--- config.mk ---
export PLATFORM = sky130hd
export DESIGN_NAME = jtshouse_colmix
export DESIGN_NICKNAME = d
export VERILOG_FILES = /design/src/rtl/jtshouse_colmix.sv
export SDC_FILE = /design/constraint.sdc
export NUM_CORES = 1
export LEC_CHECK = 0
export CAP_MARGIN = 20
export CORE_MARGIN = 4
export CORE_UTILIZATION = 41
export CTS_CLUSTER_DIAMETER = 150
export CTS_CLUSTER_SIZE = 12
export DETAILED_ROUTE_END_ITERATION = 8
export PLACE_DENSITY = 0.85
export SLEW_MARGIN = 20
export SYNTH_ARGS = -nofsm -noshare
export SYNTH_HDL_FRONTEND = slang
export SYNTH_SLANG_ARGS = --single-unit
export TNS_END_PERCENT = 20
--- constraint.sdc ---
create_clock -name clk -period 1.5 [get_ports clk]
set_input_delay 0.15 -clock clk [delete_from_list [all_inputs] [get_ports clk]]
set_output_delay 0.15 -clock clk [all_outputs]
set_load 0.05 [all_outputs]
--- src/rtl/jtshouse_colmix.sv ---
// jtshouse_colmix: final colour mixer for the Namco System 1 video path.
// Latency: 2 pxl_cen from input sample to red/green/blue and lhbl_dly/lvbl_dly.
// Backpressure: none; it is a free-running pixel pipeline gated only by pxl_cen.
//
// Ports:
//   rst, clk           asynchronous active-high reset, system clock
//   pxl_cen            one-clk pixel enable, at least 2 clk between pulses
//   lhbl, lvbl         active-low blanking inputs
//   scr_pxl/scr_prio   tilemap palette index and priority
//   obj_pxl/obj_prio   sprite palette index and priority
//   pal_addr/pal_rgb   palette BRAM port (data valid 1 clk after address)
//   red/green/blue     8-bit colour output
//   lhbl_dly/lvbl_dly  blanking delayed to line up with the colour output
//   gfx_en             layer enables, bit0 tilemap, bit1 sprites
//
// Optional build macro JTSHOUSE_COLMIX_GFXEN_EN: when defined, gfx_en can
// hide the sprite layer and/or replace the tilemap by index 0 at priority 0.
// When undefined, gfx_en is ignored and every layer is always enabled.

module jtshouse_colmix #(
  parameter logic [7:0] SHADOW     = 8'hFE,
  parameter logic [3:0] OBJ_TRANSP = 4'hF
) (
  input  logic        rst,
  input  logic        clk,
  input  logic        pxl_cen,
  input  logic        lhbl,
  input  logic        lvbl,
  input  logic [10:0] scr_pxl,
  input  logic [2:0]  scr_prio,
  input  logic [10:0] obj_pxl,
  input  logic [2:0]  obj_prio,
  output logic [10:0] pal_addr,
  input  logic [23:0] pal_rgb,
  output logic [7:0]  red,
  output logic [7:0]  green,
  output logic [7:0]  blue,
  output logic        lhbl_dly,
  output logic        lvbl_dly,
  input  logic [3:0]  gfx_en
);

  // Layer selection inputs after the optional layer enables are applied.
  logic [10:0] scr_eff;
  logic [2:0]  scr_prio_eff;
  logic        obj_opaque;

  // Stage 1 decision.
  logic        obj_win;
  logic        shd;
  logic [10:0] sel;

  // Flags travelling alongside pal_addr, consumed one pixel later.
  logic        shd_s1;
  logic        lhbl_s1;
  logic        lvbl_s1;

  // Next output colour.
  logic [7:0]  red_nx;
  logic [7:0]  green_nx;
  logic [7:0]  blue_nx;

  // Upper enable bits are reserved; this keeps them from being flagged.
  logic        unused_gfx;
  assign unused_gfx = ^gfx_en;

`ifdef JTSHOUSE_COLMIX_GFXEN_EN
  // A disabled tilemap degenerates to the lowest backdrop so that any
  // opaque sprite (priority >= 0) always wins over it.
  always_comb begin
    scr_eff      = gfx_en[0] ? scr_pxl  : 11'd0;
    scr_prio_eff = gfx_en[0] ? scr_prio : 3'd0;
    obj_opaque   = gfx_en[1] && (obj_pxl[3:0] != OBJ_TRANSP);
  end
`else
  always_comb begin
    scr_eff      = scr_pxl;
    scr_prio_eff = scr_prio;
    obj_opaque   = obj_pxl[3:0] != OBJ_TRANSP;
  end
`endif

  // The tilemap is always opaque, so a shadow sprite simply lets the
  // tilemap colour through and flags it for halving at the output.
  always_comb begin
    obj_win = obj_opaque && (obj_prio >= scr_prio_eff);
    shd     = obj_win && (obj_pxl[7:0] == SHADOW);
    sel     = (obj_win && !shd) ? obj_pxl : scr_eff;
  end

  // Palette data is already settled when the next pxl_cen arrives, so the
  // output stage works directly on pal_rgb with the flags from stage 1.
  always_comb begin
    red_nx   = 8'd0;
    green_nx = 8'd0;
    blue_nx  = 8'd0;
    if (lhbl_s1 && lvbl_s1) begin
      if (shd_s1) begin
        red_nx   = {1'b0, pal_rgb[23:17]};
        green_nx = {1'b0, pal_rgb[15:9]};
        blue_nx  = {1'b0, pal_rgb[7:1]};
      end else begin
        red_nx   = pal_rgb[23:16];
        green_nx = pal_rgb[15:8];
        blue_nx  = pal_rgb[7:0];
      end
    end
  end

  always_ff @(posedge clk or posedge rst) begin
    if (rst) begin
      pal_addr <= 11'd0;
      shd_s1   <= 1'b0;
      lhbl_s1  <= 1'b0;
      lvbl_s1  <= 1'b0;
      red      <= 8'd0;
      green    <= 8'd0;
      blue     <= 8'd0;
      lhbl_dly <= 1'b0;
      lvbl_dly <= 1'b0;
    end else if (pxl_cen) begin
      pal_addr <= sel;
      shd_s1   <= shd;
      lhbl_s1  <= lhbl;
      lvbl_s1  <= lvbl;
      red      <= red_nx;
      green    <= green_nx;
      blue     <= blue_nx;
      lhbl_dly <= lhbl_s1;
      lvbl_dly <= lvbl_s1;
    end
  end

endmodule

==> metrics.md <==
| Metric | Value |
|---|---|
| Worst Setup Path Type | `in2reg` |
| Slowest CP cell | `clkdlybuf4s50_1` |
| Layout cell share with drive strength beyond 1 | `27.8%` |
| Die footprint | `6150 um^2` |
| Max clock buf depth | `2` |
| Clk Latency, worst-skew pair | `290 ps` |
| Critical Path Fanout Max | `7` |
| Number of flops mapped to enable cells by yosys | `0` |
| Status | `complete, no violations` |
| Mean post-synth cell area | `10.3 um^2` |
| Crit-path leading delay family | `buffers and inverters` |
| Core Rows | `25` |
| Pre-CTS setup slack | `-362 ps` |
| DP HPWL | `3930 um` |
| Initial DRT Pass Iterations | `4` |
| DIE WIDTH | `78.4 um` |
| Antenna violations before repair | `0` |
| Skew final | `3.49 ps` |
| Sw frac | `34.1%` |
| Worst Hold Class | `in2async` |
| Max VDD drop | `0.443 mV` |
| All-Layer GR Usage | `16.9%` |
| Yosys warns | `0` |
| CP bufs+invs | `3` |
| I/O pins | `98` |
| DRC Markers | `0` |
| Net count after synthesis | `262` |
| Critical Path RT | `1670 ps` |
| Main synth FF type | `dfrtp_1` |
| Root buf cell | `clkbuf_8` |
| Clock Power Share | `24.6%` |
| CP Cell Sequence | `clkdlybuf4s50_1 > inv_1 > ha_4 > nand2_4 > o21a_1 > buf_6 > nor3_4 > o32ai_2` |
| Sequential share of the synthesized area | `49.2%` |
| Total clock buffers created by CTS | `5` |
| Core box area | `4750 um^2` |
| Post-Synthesis Cells | `198` |
| Setup violators final | `0` |
| DR vias | `1,811` |
| Slew @ Worst Pin | `316 ps` |
| Starting density of the core | `42.8%` |
| Area growth syn-to-layout | `56.7%` |
| PD cells | `967 nW/um^2` |
| Reported max-cap violation count | `0` |
| DRT iter0 DRCs | `49` |
| Hold Fails Final Rpt | `0` |
| Synthesis-stage register bit count | `40` |
| Layout fillers | `400` |
| Die Y | `78.4 um` |
| CTS Sinks | `40` |
| Leak | `1.37 nW` |
| First-pass GRT wire length | `8270 um` |
| WL final | `5100 um` |
| FFs w/ async S/R, synth | `100%` |
| Input/output buffers | `93` |
| GPL Wtd Cong | `0.844` |
| Worst setup margin | `32.2 ps` |
| Ant diodes | `0` |
| Largest net degree at the start of global routing | `41` |
| # nets final | `370` |
| Count of cell types in the netlist | `33` |
| Mapped Area | `2030 um^2` |
| RSZ-0062 raised after global routing | `yes` |
| Final Core Density | `67.1%` |
| Gate power share | `35.0%` |
| Hold slack | `189 ps` |
| CP Launch Type | `input port` |
| CP max stage delay | `450 ps` |
| Final worst-path cycle share | `97.9%` |
| Vias in the first global route | `1,795` |
| CP endpoint kind | `flop` |
| Rel. slew slack | `78.6%` |
| WL/cell | `13.7 um` |
| Share of power burned in registers | `40.4%` |
| Antenna viol nets, final | `0` |
| Gr ovfl total | `0` |
| Fmax | `0.681 GHz` |
| Cell Int Power | `2.03 mW` |
| Min Tclk post-route | `1470 ps` |
| CTS tree | `done` |
| H-tree depth | `2` |
| Setup TNS | `0 ps` |
| Worst-path clk slew | `70 ps` |
| Final Max Tran Viols | `0` |
| P_sw | `1.05 mW` |
| # Post-CTS Setup Buffers | `0` |
| Worst EP arrival | `1640 ps` |
| Vias/cell | `4.86` |
| Slack of the worst reg-to-reg path | `390 ps` |
## synthesized netlist by cell type (3+ instances only)
| cell type | count | share of area [%] |
|---|---|---|
| a31oi_1 | 8 | 2.5 |
| buf_2 | 4 | 0.98 |
| dfrtp_1 | 40 | 49 |
| ha_1 | 3 | 1.8 |
| inv_1 | 31 | 5.7 |
| mux2_2 | 4 | 2.2 |
| mux2i_1 | 21 | 10 |
| nand2_1 | 5 | 0.92 |
| nand3_1 | 10 | 2.5 |
| nor2_1 | 10 | 1.8 |
| o21ai_0 | 12 | 3.0 |
| o22ai_1 | 22 | 6.8 |
## metal layers
layer | share of wire [%] | wire length [um] | GRT usage, % | up-vias
met3 | 6.4 | 324 | 4.70 | 8
met1 | 43 | 2210 | 20.7 | 831
li1 | - | - | - | 912
met5 | 0 | 0 | 0 | -
met4 | 1.2 | 61 | 4.20 | 0
met2 | 49 | 2500 | 29.3 | 60
## tightest hold or removal path: stages
cell,delay (ps)
clkdlybuf4s50_1,400
clkinv_1,70
buf_12,230
## stage by stage
stage / area [um^2] / power (mW) / std cells
4_1_cts: 3150 / 3.10 / 373
2_1_floorplan: 2030 / 1.89 / 198
5_1_grt: 3190 / 3.24 / 373
3_3_place_gp: 3040 / 2.30 / 366
6_report: 3190 / 3.08 / 373
3_5_place_dp: 3040 / 2.32 / 366
## flip-flops by register name (all words and copies together), names as in the netlist
register	cells
lvbl_s1	1
green	8
shd_s1	1
lhbl_dly	1
lvbl_dly	1
pal_addr	11
red	8
blue	8
lhbl_s1	1
## final cells by class
cell class | instances | area (um^2) | share of cell area, %
timing repair buffer | 114 | 1030 | 32.2
sequential | 40 | 1000 | 31.4
multi-input combinational | 114 | 865 | 27.1
inverter | 31 | 116 | 3.65
clock buffer | 7 | 96.3 | 3.02
tap | 67 | 83.8 | 2.63
## path summary, 6_finish.rpt
check	end	cells past startpoint	start
min in group clk	pal_addr[4]	2	pxl_cen
setup / recovery	pal_addr[0]	8	scr_prio[2]
hold reg to reg	blue[7]	2	blue[7]
setup reg to reg	blue[0]	3	lvbl_s1
hold / removal	pal_addr[5]	3	rst
max in group asynchronous	green[4]	3	rst
## power groups by stage
stage               Combinational, mW  Clock (mW)  Sequential, mW
floorplan                       0.266           0            1.62
CTS                              1.07       0.785            1.25
detailed placement               1.06           0            1.26
global placement                 1.04           0            1.26
global route                     1.15       0.829            1.26
finish                           1.08       0.759            1.24
## kinds of logic after synthesis
kind of cell | Yosys count | synth area share (%)
mux | 25 | 12.5
compound gates | 51 | 17.5
flops | 40 | 49.2
buf+inv | 44 | 10.3
fa+ha+maj | 3 | 1.85
simple gates | 35 | 8.61
## cell usage in the layout, fill, tap and decap left out, drive strengths merged
cell | netlist | layout
nor2b | 1 | 1
a21oi | 1 | 1
clkbuf | 4 | 7
a41oi | 1 | 1
nand4 | 2 | 2
nand2 | 6 | 6
o32ai | 2 | 2
mux2 | 4 | 4
clkinv | 0 | 1
ha | 3 | 3
dlymetal6s2s | 0 | 1
o221a | 2 | 2
clkdlybuf4s50 | 0 | 54
o21ai | 14 | 14
dfrtp | 40 | 40
nand3 | 10 | 10
o22ai | 22 | 22
a31oi | 8 | 8
o21a | 1 | 1
nor2 | 11 | 11
mux2i | 21 | 21
inv | 31 | 30
buf | 9 | 59
nor3 | 1 | 1
nand2b | 1 | 1
or2 | 3 | 3
## what timing repair did
| action | CTS | global route |
|---|---|---|
| endpoints found under the setup margin | 6 | 10 |
| cloned | 0 | 0 |
| gates resized for setup | 1 | 15 |
| pin swaps | 0 | 8 |
| hold buffers | 0 | 0 |
(Power assumes the default switching activity.)
